$ cat config.mk
export PLATFORM = sky130hd
export DESIGN_NAME = apply_move
export DESIGN_NICKNAME = d
export VERILOG_FILES = /design/src/rtl/apply_move.sv
export SDC_FILE = /design/constraint.sdc
export NUM_CORES = 1
export LEC_CHECK = 0
export BUFFER_PORTS_ARGS = -buffer_cell sky130_fd_sc_hd__buf_2
export CAP_MARGIN = 20
export CORE_ASPECT_RATIO = 2
export CORE_MARGIN = 2
export CORE_UTILIZATION = 55
export DETAILED_ROUTE_END_ITERATION = 10
export PLACE_DENSITY_LB_ADDON = 0.3
export SYNTH_ARGS = -nofsm -noshare
export SYNTH_HDL_FRONTEND = slang
export SYNTH_SLANG_ARGS = --single-unit
$ cat constraint.sdc
create_clock -name clk -period 3.4 [get_ports clk]
set_input_delay 0.34 -clock clk [delete_from_list [all_inputs] [get_ports clk]]
set_output_delay 0.34 -clock clk [all_outputs]
set_load 0.05 [all_outputs]
$ cat src/rtl/apply_move.sv
// Othello move applier: places a disc, then walks each flip direction.
// Optional flip counter: define APPLY_MOVE_FLIP_COUNT_EN.
module apply_move (
  input  logic       clk,
  input  logic       resetn,
  input  logic       start,
  input  logic [2:0] x,
  input  logic [2:0] y,
  input  logic [7:0] valid_dirs,
  input  logic       player,
  input  logic [1:0] q,
  output logic [5:0] address,
  output logic [1:0] data,
  output logic       wren,
  output logic       busy,
  output logic       done,
  output logic       error,
  output logic [5:0] flip_count
);

  typedef enum logic [2:0] {
    IDLE, PLACE, DIR_SEL, RD_ADDR,
    RD_WAIT, EVAL, WR, DONE
  } state_t;

  state_t     state, state_n;
  logic [2:0] ox, oy;
  logic [2:0] cx, cy;
  logic [2:0] dir;
  logic       pl;
  logic [7:0] pend;
  logic       err;

  logic [2:0] sel;
  logic       has;
  logic [3:0] nbx, nby, stx, sty;
  logic       nb_off, st_off;

  // 4-bit two's complement column step for a direction
  function automatic logic [3:0] dlt_x(input logic [2:0] d);
    case (d)
      3'd0, 3'd1, 3'd7: dlt_x = 4'b0001;
      3'd3, 3'd4, 3'd5: dlt_x = 4'b1111;
      default:          dlt_x = 4'b0000;
    endcase
  endfunction

  // 4-bit two's complement row step for a direction
  function automatic logic [3:0] dlt_y(input logic [2:0] d);
    case (d)
      3'd1, 3'd2, 3'd3: dlt_y = 4'b1111;
      3'd5, 3'd6, 3'd7: dlt_y = 4'b0001;
      default:          dlt_y = 4'b0000;
    endcase
  endfunction

  // lowest pending direction; descending scan lets the lowest win
  always_comb begin
    sel = 3'd0;
    for (int i = 7; i >= 0; i--)
      if (pend[i]) sel = i[2:0];
    has = |pend;
  end

  // neighbour of the origin and next cursor step; bit 3 flags off-board
  always_comb begin
    nbx    = {1'b0, ox} + dlt_x(sel);
    nby    = {1'b0, oy} + dlt_y(sel);
    stx    = {1'b0, cx} + dlt_x(dir);
    sty    = {1'b0, cy} + dlt_y(dir);
    nb_off = nbx[3] | nby[3];
    st_off = stx[3] | sty[3];
  end

  // state register
  always_ff @(posedge clk) begin
    if (!resetn) state <= IDLE;
    else         state <= state_n;
  end

  // next-state logic
  always_comb begin
    state_n = state;
    unique case (state)
      IDLE:    if (start) state_n = PLACE;
      PLACE:   state_n = DIR_SEL;
      DIR_SEL: begin
        if (!has)        state_n = DONE;
        else if (nb_off) state_n = DIR_SEL;
        else             state_n = RD_ADDR;
      end
      RD_ADDR: state_n = RD_WAIT;
      RD_WAIT: state_n = EVAL;
      EVAL: begin
        if (q == {1'b1, ~pl}) state_n = WR;
        else                  state_n = DIR_SEL;
      end
      WR: begin
        if (st_off) state_n = DIR_SEL;
        else        state_n = RD_ADDR;
      end
      DONE:    state_n = IDLE;
      default: state_n = IDLE;
    endcase
  end

  // latched move, pending mask, cursor and error flag
  always_ff @(posedge clk) begin
    if (!resetn) begin
      ox   <= '0;
      oy   <= '0;
      pl   <= 1'b0;
      pend <= '0;
      cx   <= '0;
      cy   <= '0;
      dir  <= '0;
      err  <= 1'b0;
    end else begin
      unique case (state)
        IDLE: if (start) begin
          ox   <= x;
          oy   <= y;
          pl   <= player;
          pend <= valid_dirs;
          err  <= 1'b0;
        end
        DIR_SEL: if (has) begin
          pend[sel] <= 1'b0;
          if (nb_off) begin
            err <= 1'b1;
          end else begin
            cx  <= nbx[2:0];
            cy  <= nby[2:0];
            dir <= sel;
          end
        end
        EVAL: if (!q[1]) err <= 1'b1;
        WR: begin
          if (st_off) begin
            err <= 1'b1;
          end else begin
            cx <= stx[2:0];
            cy <= sty[2:0];
          end
        end
        default: ;
      endcase
    end
  end

`ifdef APPLY_MOVE_FLIP_COUNT_EN
  logic [5:0] fcnt;

  // saturating count of flipped cells
  always_ff @(posedge clk) begin
    if (!resetn)
      fcnt <= '0;
    else if (state == IDLE && start)
      fcnt <= '0;
    else if (state == WR && fcnt != 6'h3f)
      fcnt <= fcnt + 6'd1;
  end

  assign flip_count = fcnt;
`else
  assign flip_count = 6'd0;
`endif

  // RAM controls decoded from state and registers only
  always_comb begin
    wren    = 1'b0;
    data    = 2'b00;
    address = 6'd0;
    busy    = 1'b1;
    done    = 1'b0;
    unique case (state)
      IDLE:  busy = 1'b0;
      PLACE: begin
        wren    = 1'b1;
        address = {oy, ox};
        data    = {1'b1, pl};
      end
      RD_ADDR, RD_WAIT, EVAL:
        address = {cy, cx};
      WR: begin
        wren    = 1'b1;
        address = {cy, cx};
        data    = {1'b1, pl};
      end
      DONE: begin
        busy = 1'b0;
        done = 1'b1;
      end
      default: ;
    endcase
  end

  assign error = err;

endmodule
# Word-level counts from Yosys, hierarchy flattened
# Index checks and enable logic that the tools add are counted.
word_totals:
  reg_bits: 28
  inputBits: 20
  wordCells: 116
  out_inout_bits: 18
op_classes:
  n_mux: 42
  bitwise: 6
  n_eq_ne: 29
  reduce_logical: 24
  addsub: 4
  n_lt_le_gt_ge: 2
op_table:
  columns: ["op", "n"]
  rows:
  - ["$mux 3", 17]
  - ["$eq 3x3->1 const B", 12]
  - ["$pmux 4 s2", 4]
  - ["$pmux 3 s8", 1]
  - ["$reduce_or 3->1", 8]
  - ["$eq 3x2->1 const B", 6]
  - ["$add 3x4->4", 4]
  - ["$mux 8", 2]
  - ["$pmux 8 s2", 1]
  - ["$ne 2x2->1 const B", 7]
  - ["$pmux 3 s2", 2]
  - ["$pmux 6 s2", 1]
  - ["$mux 1", 11]
  - ["$eq 3x1->1 const B", 3]
  - ["$logic_not 3->1", 3]
  - ["$and 8x8->8", 1]
  - ["$not 8->8", 1]
  - ["$reduce_or 8->1", 1]
  - ["$reduce_and 3->1", 2]
  - ["$reduce_and 6->1", 1]
  - ["$lt 3x4->1 const B", 1]
  - ["$pmux 1 s4", 1]
  - ["$reduce_and 4->1", 1]
  - ["$reduce_bool 2->1", 2]
  - ["11 further kinds", 14]

# Longest topological paths before layout
# Gate-level depths: netlist (run 1).
depth:
  ltp_word: 16
  depth_mapped: 13
  depth_no_buf: 13

# Least setup slack after synthesis (run 1)
# OpenSTA, ideal clock, no wires.
synth_timing:
  path_kind: "flip-flop to flip-flop"
  from: "reg dir[2]"
  to: "reg cx[0]"
  n_path_buf: 1
  t_required_ps: 3278
  setup_ps: 122
  period_less_slack_ps: 2796
  stages_incl_launch_ff: 11
  arrival_time_ps: 2674
  slack_ps: 604
  cell_sequence: "dfxtp_1 > clkbuf_1 > mux2_2 > inv_1 > ha_1 > or2_2 > a21oi_2 > o211ai_1 > a31o_2 > a21o_1 > a311o_1"
synth_between:
  elab_chain_len: 7
  word_cells_on_any_way: 21
  classes_between: "add/sub (2); eq/ne (8); mux (4); bitwise (1); reduce/logical (6)"
synth_rtl:
  columns: ["item", "line", "rtl"]
  rows:
  - ["start: declaration", "29", "logic [2:0] dir;"]
  - ["start signal: assignment", "134", "dir <= sel;"]
  - ["$eq 3x3->1, or another cell as far along", "41, 50", null]
  - ["$reduce_or 3->1, on equally long branches", "41, 50", null]
  - ["$pmux 4 s2, on equally long branches", "41, 50", null]
  - ["$add 3x4->4, on equally long branches", "69, 70", null]
  - ["$or 1x1->1", "72", "st_off = stx[3] | sty[3];"]
  - ["$ne 2x2->1 (no source line)", null, null]
  - ["$reduce_and 4->1 (no source line)", null, null]
  - ["end signal: assignment", "132", "cx <= nbx[2:0];"]
  - ["end signal: assignment", "142", "cx <= stx[2:0];"]
  - ["end: declaration", "28", "logic [2:0] cx, cy;"]
# Parallel ways exist; a longest one is shown, timed or not. The select of a mux whose other input is x is not followed.
# A chain may end at the register's enable or synchronous reset.

# Worst setup path in the final report (run 1)
layout_timing:
  from: "reg dir[1]"
  to: "reg cx[1]"
# Same word-level chain as after synthesis.

==> results of run 1 <==
[cells by family after synthesis]
logic type,Yosys count
AOI/OAI and AO/OA,85
xor gates and xnor gates,6
adders and majority gates,16
buffers and inverters,40
DFF,28
muxes,8
other,1
and+or+nand+nor,120
[through the flow]
| step | instance area, um^2 | util | instances | hold slack [ns] |
|---|---|---|---|---|
| global placement | 2467 | 0.6036 | 372 | 0.4753 |
| finish | 2509 | 0.6137 | 375 | 0.2758 |
| CTS | 2509 | 0.6137 | 375 | 0.2801 |
| global route | 2509 | 0.6137 | 375 | 0.2891 |
| floorplan | 2362 | - | 309 | 0.4602 |
| detailed placement | 2467 | 0.6036 | 372 | 0.4890 |
[path summary, 6_finish.rpt]
check / from / end / depth (start not counted)
worst min-delay path: valid_dirs[7] / pend[7]$_SDFFE_PN0P_ / 3
worst max-delay path: dir[1]$_SDFFE_PN0P_ / cx[1]$_SDFFE_PN0P_ / 10
worst max register to register: dir[1]$_SDFFE_PN0P_ / cx[1]$_SDFFE_PN0P_ / 10
worst min register to register: ox[2]$_SDFFE_PN0P_ / ox[2]$_SDFFE_PN0P_ / 2
[state kept, by name, indices dropped and copies added (netlist names)]
signal  flops
cy          3
dir         3
state       3
pl          1
ox          3
oy          3
error       1
cx          3
pend        8
[power by group]
part	internal, uW	switching (uW)	leakage [uW]
combinational	402	705	0.000810
sequential	404	142	0.000228
clock	79.8	103	0.0000216
[cell type report]
| class | count | area (um^2) |
|---|---|---|
| multi-input cells | 241 | 1600 |
| fillers | 408 | 1579 |
| inverters | 17 | 63.81 |
| repair buffers | 34 | 177.7 |
| well taps | 52 | 65.06 |
| clock buffers | 3 | 41.29 |
| flip-flops and latches | 28 | 560.5 |
[placed cells by master (no fill, tap or decap), types with 5 or more instances in the layout]
cell and count:
inv_1 16, nor2_1 14, a21boi_0 12, conb_1 6, ha_1 12, buf_2 31
nand2_1 43, mux2i_1 7, o21ai_0 15, nor2b_1 5, dfxtp_1 28, nor3_1 10
and3_1 6, a21oi_1 21, xor2_1 5, nand3_1 14
[worst max-delay path: cells and delay by family, from the launching register on]
kind                       cells  cell delay, ns
and+or+nand+nor                5            1.12
AOI/OAI and AO/OA              3            0.99
DFF                            1            0.47
adders and majority gates      1            0.23
buffers and inverters          1            0.09
[layer usage]
layer / wire (um) / GRT usage
met5: 0 / 0
met1: 1964 / 0.2423
met2: 3142 / 0.4901
met3: 166 / 0.02019
met4: 320 / 0.1620
==> summary.txt, run 1 <==
Run status
  – Status: finished clean

Cells and area
  – Layout cells sized above 1: 0.1610
  – Area delta synth->final: 7.048%
  – Nets: 361
  – Antenna cells: 0

Synth
  – Synth async-reset ratio: 0
  – Post-synth top flop: dfxtp_1
  – Compound-gate portion of the synthesized area: 0.2493
  – Count of cell types in the netlist: a little over 60
  – Sequential fraction of the synthesis area: 0.2392
  – Synth warn: 0
  – Number of flops mapped to enable cells by yosys: 0
  – Number of synthesized register bits: 28
  – Gate Count Post-Synth: 304
  – Most common cell in the netlist: nand2_1
  – Cell Area, Synth: between 2000 and 2500 um^2
  – Synth area leaders: dfxtp_1 24%, nand2_1 6.9%, ha_1 6.4%
  – Main combinational cell family by area after synthesis: simple AND/OR/NAND/NOR gates
  – Post-synthesis mux area share: 0.03470
  – Fraction of synthesized cell area in xor and xnor cells: 0.02242
  – Largest area contributor in the netlist: dfxtp_1
  – Syn Area/Cell: 7.709 um^2
  – Area share of the largest cell type after synthesis: 0.2392
  – Synth cell count leaders: 43 x nand2_1, 28 x dfxtp_1, 21 x a21oi_1
  – Synth Area in Simple Gates: 0.2686
  – Post-synthesis adder-cell area fraction: 0.09824

Global route
  – Initial antenna violation count: 0
  – First-pass GRT wire length: 9.446 mm
  – Grt ovf: 0
  – Vias in the first global route: 2198
  – Pin count of the biggest net entering global routing: 38
  – GRT Total Usage: 0.2513

Power and ir drop
  – Leakage: 0.001059 uW
  – Final Power: 1836 uW
  – Pwr dens: 731.9 nW/um^2
  – Maximum vdd drop: 0.0005428 V

Placement
  – GP Congestion: 0.8933
  – Hpwl dp: 4.435 mm
  – DP Worst Slack: 0.4320 ns
  – Port bufs: 31

Die
  – Die Span Y: 96.31 um
  – Die area: 4830 um^2
  – DIE WIDTH: 50.16 um
  – Rows: 33
  – IO Pins: 38
  – Core area: 4088 um^2
  – Initial core utilization: 0.5733

Timing
  – Final Max Tran Viols: 0
  – Tightest Pin Transition: 1.004 ns
  – Max Freq: 331.7 MHz
  – Total negative slack: 0 ns
  – RSZ-0062 raised after global routing: false
  – Crit path time final: between 3 and 4 ns
  – Rel. slew slack: 0.3247
  – Tcrit/Tclk final: 0.8866
  – Final hold violation count: 0
  – Clock skew: 0.003910 ns
  – Fin worst setup slack: 0.3855 ns
  – Setup Viol. Count Final: 0

Drt
  – Wire length per cell: between 10 and 15 um
  – Drt pass-1 iters: 4
  – Post-route antenna net violation count: 0
  – Vias: 2274
  – DRC: 0
  – Post-DR vias/cell: 6.064
  – Number of DRC markers in iteration 0: 45
  – Final wirelength: roughly 5.6 mm

Critical path
  – Slowest stage delay, CP: 0.47 ns
  – Critical Path Source Type: flip-flop
  – CP dominant cell by count: nor2_1
  – Critical-path top delay cell: dfxtp_1
  – Reg2Reg Setup Slack: a little under 0.4 ns
  – CP required: between 3 and 4 ns
  – Critical path cell sequence: nor2_1 -> or2_2 -> inv_1 -> ha_1 -> a211oi_1 -> nor2_1 -> nor3_1 -> nand2_1 -> a21o_1 -> a311o_1
  – Crit path DAT: 3.19 ns
  – CP Capture Type: flip-flop
  – CP Max Fanout: 8
  – Crit path kind: flip-flop to flip-flop

Clocking
  – CTS Buffer Depth: 2
  – Worst skew pair latency: roughly 0.28 ns
  – H-Tree Depth: 1
  – Inserted Clock Buffers: 3
  – Root buffer selected by CTS: clkbuf_8
  – Clock sink count: 28
  – Clock slew at reported path FFs: 0.09 ns
  – PostCTS Resize Cnt: 0
  – CTS tree: done
  – Setup Buffers After CTS: 0
  – CTS Hold Bufs: 0

Run
  – Max_cap viols: 0

Worst hold path
  – Worst min-delay path class: input pin to flip-flop
No activity file was read; power rests on OpenSTA's default activity.
==> inputs of run 2 (changes only) <==
--- a/config.mk
+++ b/config.mk
@@ -12,4 +12,5 @@
 export CORE_UTILIZATION = 55
 export DETAILED_ROUTE_END_ITERATION = 10
+export GPL_TIMING_DRIVEN = 0
 export PLACE_DENSITY_LB_ADDON = 0.3
 export SYNTH_ARGS = -nofsm -noshare
==> constraint.sdc (replaced) <==
create_clock -name clk -period 3.4 [get_ports clk]
set_input_delay 0.34 -clock clk [delete_from_list [all_inputs] [get_ports clk]]
set_output_delay 0.34 -clock clk [all_outputs]
set_load 0.02 [all_outputs]
==> run 2 against run 1 <==
Hold slack better by 0.0068 ns. Register-to-register slack worse by 0.21 ns. Sequential power shrank 11%. Die area unchanged. Critical path depth stayed put. Flip-flop and latch count is the same. Combinational power up 5%. Fmax is 6.6% lower. Clock power increased by 3%. Critical path type unchanged.
==> summary.txt, run 2 (synthesis gave the netlist of run 1 again) <==
Run status
  – Status: finished clean (unchanged)

Timing
  – Tightest Pin Transition: 0.9800 ns (was 1.004 ns)
  – Setup Viol. Count Final: 0 (unchanged)
  – Total negative slack: 0 ns (unchanged)
  – Clock skew: 0.004670 ns (was 0.003910 ns)
  – RSZ-0062 raised after global routing: false (unchanged)
  – Crit path time final: 3.229 ns (was 3.015 ns)
  – Tcrit/Tclk final: 0.9496 (was 0.8866)
  – Rel. slew slack: 0.3408 (was 0.3247)
  – Max Freq: 309.7 MHz (was 331.7 MHz)
  – Final Max Tran Viols: 0 (unchanged)
  – Final hold violation count: 0 (unchanged)

Global route
  – Grt ovf: 0 (unchanged)
  – Most used routing layer: met2 (unchanged)
  – First-pass GRT wire length: 9.756 mm (was 9.446 mm)
  – GRT Total Usage: 0.2635 (was 0.2513)
  – Vias in the first global route: 2255 (was 2198)
  – M3 GR Usage: 0.02329 (was 0.02019)
  – Met1 global-route usage: 0.2452 (was 0.2423)
  – GR Util met2: 0.5197 (was 0.4901)
  – Pin count of the biggest net entering global routing: 15 (was 38)
  – Initial antenna violation count: 0 (unchanged)

Die
  – DIE WIDTH: 50.16 um (unchanged)
  – Core area: 4088 um^2 (unchanged)
  – Die area: 4830 um^2 (unchanged)
  – IO Pins: 38 (unchanged)
  – Rows: 33 (unchanged)
  – Die Span Y: 96.31 um (unchanged)
  – Initial core utilization: 0.5733 (unchanged)

Drt
  – Wire length per cell: 15.38 um (was 14.92 um)
  – Post-DR vias/cell: 5.949 (was 6.064)
  – Number of DRC markers in iteration 0: 79 (was 45)
  – DRC: 0 (unchanged)
  – Drt pass-1 iters: 4 (unchanged)
  – Post-route antenna net violation count: 0 (unchanged)
  – Final wirelength: 6.061 mm (was 5.594 mm)
  – Vias: 2344 (was 2274)

Power and ir drop
  – Pwr dens: 701.5 nW/um^2 (was 731.9 nW/um^2)
  – Combinational Power Share: 0.632 (was 0.603)
  – Seq pwr share: 0.265 (was 0.298)
  – Sw Ratio: 0.4878 (was 0.5177)
  – Maximum vdd drop: 0.0005197 V (was 0.0005428 V)
  – Clk pwr share: 0.103 (was 0.100)
  – Leakage: 0.001120 uW (was 0.001059 uW)
  – Final Power: 1838 uW (was 1836 uW)
  – Internal: 941.4 uW (was 885.6 uW)
  – Sw power: 896.4 uW (was 950.6 uW)

Worst hold path
  – Worst min-delay path class: input pin to flip-flop (unchanged)
  – Hold-critical path depth: 3 (unchanged)

Clocking
  – PostCTS Resize Cnt: 0 (unchanged)
  – H-Tree Depth: 1 (unchanged)
  – Worst skew pair latency: 0.28 ns (about the same)
  – Setup Buffers After CTS: 0 (unchanged)
  – CTS tree: done (unchanged)
  – Inserted Clock Buffers: 3 (unchanged)
  – CTS Buffer Depth: 2 (unchanged)
  – Clock slew at reported path FFs: 0.10 ns (was 0.09 ns)
  – Root buffer selected by CTS: clkbuf_8 (unchanged)
  – CTS Hold Bufs: 0 (unchanged)
  – Clock sink count: 28 (unchanged)

Cells and area
  – Commonest cells after routing, fill and taps aside: 43 x nand2_1, 32 x buf_2, 28 x dfxtp_1 (was 43 x nand2_1, 31 x buf_2, 28 x dfxtp_1)
  – Most flops, register: pend (unchanged)
  – Number of flip-flops in the largest register: 8 (unchanged)
  – Fin area: 2620 um^2 (was 2509 um^2)
  – Area delta synth->final: 11.80% (was 7.048%)
  – Antenna cells: 0 (unchanged)
  – Commonest non-fill, non-tap cell in the layout: nand2_1 (unchanged)
  – Nets: 380 (was 361)
  – Layout cells sized above 1: 0.1784 (was 0.1610)
  – Fin util: 0.6410 (was 0.6137)
  – Fin cells: 394 (was 375)

Critical path
  – Crit path kind: flip-flop to flip-flop (unchanged)
  – Critical Path Source Type: flip-flop (unchanged)
  – R2r worst-path depth: 10 (unchanged)
  – Crit path DAT: 3.40 ns (was 3.19 ns)
  – CP required: 3.57 ns (about the same)
  – CP Max Fanout: 10 (was 8)
  – CP Capture Type: flip-flop (unchanged)

Run
  – Max_cap viols: 0 (unchanged)

Placement
  – Placed insts: 391 (was 372)
  – Port bufs: 30 (was 31)
  – DP Area: 2577 um^2 (was 2467 um^2)
  – Hpwl dp: 4.850 mm (was 4.435 mm)
  – GP Congestion: 0.9189 (was 0.8933)
-- run 2: worst max-delay path, cell delays in order (launching register included) --
cell and delay [ns]:
dfxtp_1 0.34, clkbuf_2 0.21, mux2_2 0.39, inv_1 0.08, ha_1 0.25, or2_2 0.31, and3_1 0.20, nor3_1 0.37
nand2_1 0.29, a21o_1 0.30, a311o_1 0.38
-- run 2: metrics by stage --
stage	hold WS, ns	setup WS, ns
after floorplan	0.4602	0.6040
after global placement	0.4771	0.1471
after detailed placement	0.4868	0.06646
after CTS	0.2816	0.04626
after global routing	0.3069	0.01629
final	0.2826	0.1712
-- run 2: area by class of cell --
cell class / instances / area [um^2]
fillers: 387 / 1468
flip-flops and latches: 28 / 560.5
repair buffers: 30 / 150.1
inverters: 17 / 63.81
multi-input cells: 241 / 1600
well taps: 52 / 65.06
clock buffers: 3 / 41.29
plain buffers: 23 / 138.9
-- run 2: final timing paths --
path	startpoint	endpoint	slack, ns
worst max register to register	dir[2]$_SDFFE_PN0P_	cx[0]$_SDFFE_PN0P_	0.17
worst min-delay path	valid_dirs[5]	pend[5]$_SDFFE_PN0P_	0.28
worst max-delay path	dir[2]$_SDFFE_PN0P_	cx[0]$_SDFFE_PN0P_	0.17
worst min register to register	pl$_SDFFE_PN0P_	pl$_SDFFE_PN0P_	0.50
-- run 2: per-layer routing --
| metal | share of wire | vias up | wire [um] |
|---|---|---|---|
| met1 | 0.35 | 1102 | 2124 |
| met3 | 0.032 | 22 | 194 |
| li1 | - | 1155 | - |
| met4 | 0.049 | 0 | 296 |
| met2 | 0.57 | 65 | 3446 |
| met5 | 0 | - | 0 |
-- run 2: power groups by stage --
stage	clock network [uW]	logic, uW	registers [uW]
finish	189	1160	487
global route	198	1290	499
CTS	189	1150	486
detailed placement	0	1140	494
global placement	0	1120	491
floorplan	0	884	473
==> inputs of run 3 (changes only) <==
BUFFER_PORTS_ARGS = -buffer_cell sky130_fd_sc_hd__buf_4   (was -buffer_cell sky130_fd_sc_hd__buf_2)
==> run 3 against run 2 <==
Non-clock buffer count stayed put. Register-to-register slack improved by 0.03 ns. Design area up 3.5%. Highest routed layer unchanged. Critical path depth stayed put. First-iteration DRC count unchanged. Sequential share of layout area down 0.73 points.
==> summary.txt, run 3 (synthesis gave the netlist of run 1 again) <==
Run status
  – Status: finished clean (unchanged)

Timing
  – Setup Viol. Count Final: 0 (unchanged)
  – Final hold violation count: 0 (unchanged)
  – Hold Slack: 0.2784 ns (was 0.2826 ns)
  – Total negative slack: 0 ns (unchanged)
  – Max Freq: 312.2 MHz (was 309.7 MHz)
  – Crit path time final: 3.203 ns (was 3.229 ns)
  – Fin worst setup slack: 0.1966 ns (was 0.1712 ns)
  – Rel. slew slack: 0.3491 (was 0.3408)
  – Tightest Pin Transition: 0.9677 ns (was 0.9800 ns)
  – Final Max Tran Viols: 0 (unchanged)
  – Clock skew: 0.005641 ns (was 0.004670 ns)
  – Tcrit/Tclk final: 0.9422 (was 0.9496)

Global route
  – Initial antenna violation count: 0 (unchanged)
  – Pin count of the biggest net entering global routing: 16 (was 15)
  – First-pass GRT wire length: 9.798 mm (was 9.756 mm)
  – Vias in the first global route: 2197 (was 2255)
  – GRT Total Usage: 0.2604 (was 0.2635)
  – Grt ovf: 0 (unchanged)

Die
  – Rows: 33 (unchanged)
  – IO Pins: 38 (unchanged)
  – Die area: 4830 um^2 (unchanged)
  – Initial core utilization: 0.5733 (unchanged)
  – Core area: 4088 um^2 (unchanged)
  – Die Span Y: 96.31 um (unchanged)
  – DIE WIDTH: 50.16 um (unchanged)

Cells and area
  – Area delta synth->final: 15.75% (was 11.80%)
  – Antenna cells: 0 (unchanged)
  – Fillcell total: 377 (was 387)
  – Layout cells sized above 1: 0.1808 (was 0.1784)
  – Commonest non-fill, non-tap cell in the layout: nand2_1 (unchanged)
  – Commonest cells after routing, fill and taps aside: 43 x nand2_1, 37 x buf_4, 28 x dfxtp_1 (was 43 x nand2_1, 32 x buf_2, 28 x dfxtp_1)
  – Nets: 380 (unchanged)
  – Most flops, register: pend (unchanged)
  – Number of flip-flops in the largest register: 8 (unchanged)
  – Fin util: 0.6636 (was 0.6410)

Clocking
  – CTS Buffer Depth: 2 (unchanged)
  – CTS Hold Bufs: 0 (unchanged)
  – CTS tree: done (unchanged)
  – Clock sink count: 28 (unchanged)
  – PostCTS Resize Cnt: 0 (unchanged)
  – Worst skew pair latency: 0.28 ns (about the same)
  – H-Tree Depth: 1 (unchanged)
  – Clock slew at reported path FFs: 0.10 ns (about the same)
  – Inserted Clock Buffers: 3 (unchanged)
  – Root buffer selected by CTS: clkbuf_8 (unchanged)
  – Setup Buffers After CTS: 0 (unchanged)

Drt
  – Number of DRC markers in iteration 0: 79 (unchanged)
  – Vias: 2340 (was 2344)
  – Drt pass-1 iters: 4 (unchanged)
  – Wire length per cell: 15.38 um (about the same)
  – Post-DR vias/cell: 5.924 (was 5.949)
  – Final wirelength: 6.074 mm (was 6.061 mm)
  – DRC: 0 (unchanged)
  – Post-route antenna net violation count: 0 (unchanged)

Critical path
  – Reg-to-reg startpoint: dir[2]$_SDFFE_PN0P_ (unchanged)
  – Critical-path top delay cell: mux2_2 (unchanged)
  – Slowest stage delay, CP: 0.41 ns (was 0.39 ns)
  – Crit path kind: flip-flop to flip-flop (unchanged)
  – CP delay by family, top: compound AO/OA/AOI/OAI gates (was simple AND/OR/NAND/NOR gates)
  – Crit path DAT: 3.37 ns (was 3.40 ns)
  – R2r worst-path depth: 10 (unchanged)
  – CP Max Fanout: 10 (unchanged)
  – R2r endpoint: cx[1]$_SDFFE_PN0P_ (was cx[0]$_SDFFE_PN0P_)
  – Reg2Reg Setup Slack: 0.20 ns (was 0.17 ns)
  – Critical path cell sequence: clkbuf_1 -> mux2_2 -> inv_1 -> ha_1 -> or2_2 -> a21oi_2 -> o211ai_1 -> a31o_2 -> a21o_1 -> a311o_1 (was clkbuf_2 -> mux2_2 -> inv_1 -> ha_1 -> or2_2 -> and3_1 -> nor3_1 -> nand2_1 -> a21o_1 -> a311o_1)
  – WP buf/inv: 2 (unchanged)
  – CP required: 3.57 ns (about the same)
  – Critical Path Source Type: flip-flop (unchanged)
  – CP Capture Type: flip-flop (unchanged)

Worst hold path
  – Hold Crit Endpoint: pend[4]$_SDFFE_PN0P_ (was pend[5]$_SDFFE_PN0P_)
  – Worst min-delay path class: input pin to flip-flop (unchanged)
  – Hold wc startpoint: valid_dirs[4] (was valid_dirs[5])
  – Hold-critical path depth: 3 (unchanged)

Power and ir drop
  – Leakage: 0.001142 uW (was 0.001120 uW)
  – Pwr dens: 695.9 nW/um^2 (was 701.5 nW/um^2)
  – Maximum vdd drop: 0.0005612 V (was 0.0005197 V)
  – Final Power: 1888 uW (was 1838 uW)

Run
  – Max_cap viols: 0 (unchanged)

Placement
  – Port bufs: 30 (unchanged)
  – Hpwl dp: 4.771 mm (was 4.850 mm)
  – GP Congestion: 0.8978 (was 0.9189)
  – DP Worst Slack: 0.09395 ns (was 0.06646 ns)
run 3: worst reg2reg max path, delay by kind of cell, from the launching register on:
kind,cells,cell delay (ns)
AOI/OAI and AO/OA,5,1.38
muxes,1,0.41
buffers and inverters,2,0.39
DFF,1,0.34
and+or+nand+nor,1,0.32
adders and majority gates,1,0.24
run 3: stage by stage:
| step | std cells | instance area (um^2) |
|---|---|---|
| finish | 395 | 2713 |
| global route | 395 | 2713 |
| CTS | 395 | 2708 |
| detailed placement | 391 | 2653 |
| global placement | 391 | 2653 |
| floorplan | 309 | 2362 |
run 3: area by class of cell:
cell class,count,area (um^2),area share
buffer,23,137.6,0.05074
clock buffer,4,55.05,0.02030
inverter,17,63.81,0.02352
multi-input combinational,241,1605,0.5918
sequential,28,560.5,0.2066
tap,52,65.06,0.02399
timing repair buffer,30,225.2,0.08303
run 3: worst max-delay path by stage:
stage / start / to / slack, ns / cells past startpoint
after floorplan: dir[2]$_SDFFE_PN0P_ / cx[0]$_SDFFE_PN0P_ / 0.60 / 10
after global placement: dir[2]$_SDFFE_PN0P_ / cx[1]$_SDFFE_PN0P_ / 0.14 / 10
after detailed placement: dir[2]$_SDFFE_PN0P_ / cx[1]$_SDFFE_PN0P_ / 0.09 / 10
after CTS: dir[2]$_SDFFE_PN0P_ / cx[1]$_SDFFE_PN0P_ / 0.08 / 10
after global routing: dir[2]$_SDFFE_PN0P_ / cx[1]$_SDFFE_PN0P_ / -0.004 / 10
final: dir[2]$_SDFFE_PN0P_ / cx[1]$_SDFFE_PN0P_ / 0.20 / 10
run 3: per-layer routing:
metal,GRT usage,wire (um),part of all wire
met5,0,0,0
met4,0.1690,365,0.060
met3,0.02329,170,0.028
met2,0.5000,3335,0.55
met1,0.2562,2203,0.36
run 3: where the power goes:
part,switching (uW),leakage [uW],total (uW),internal [uW]
clock,106,0.0000288,209,104
sequential,85.5,0.000228,489,404
combinational,705,0.000884,1190,484
total,896,0.00114,1890,991
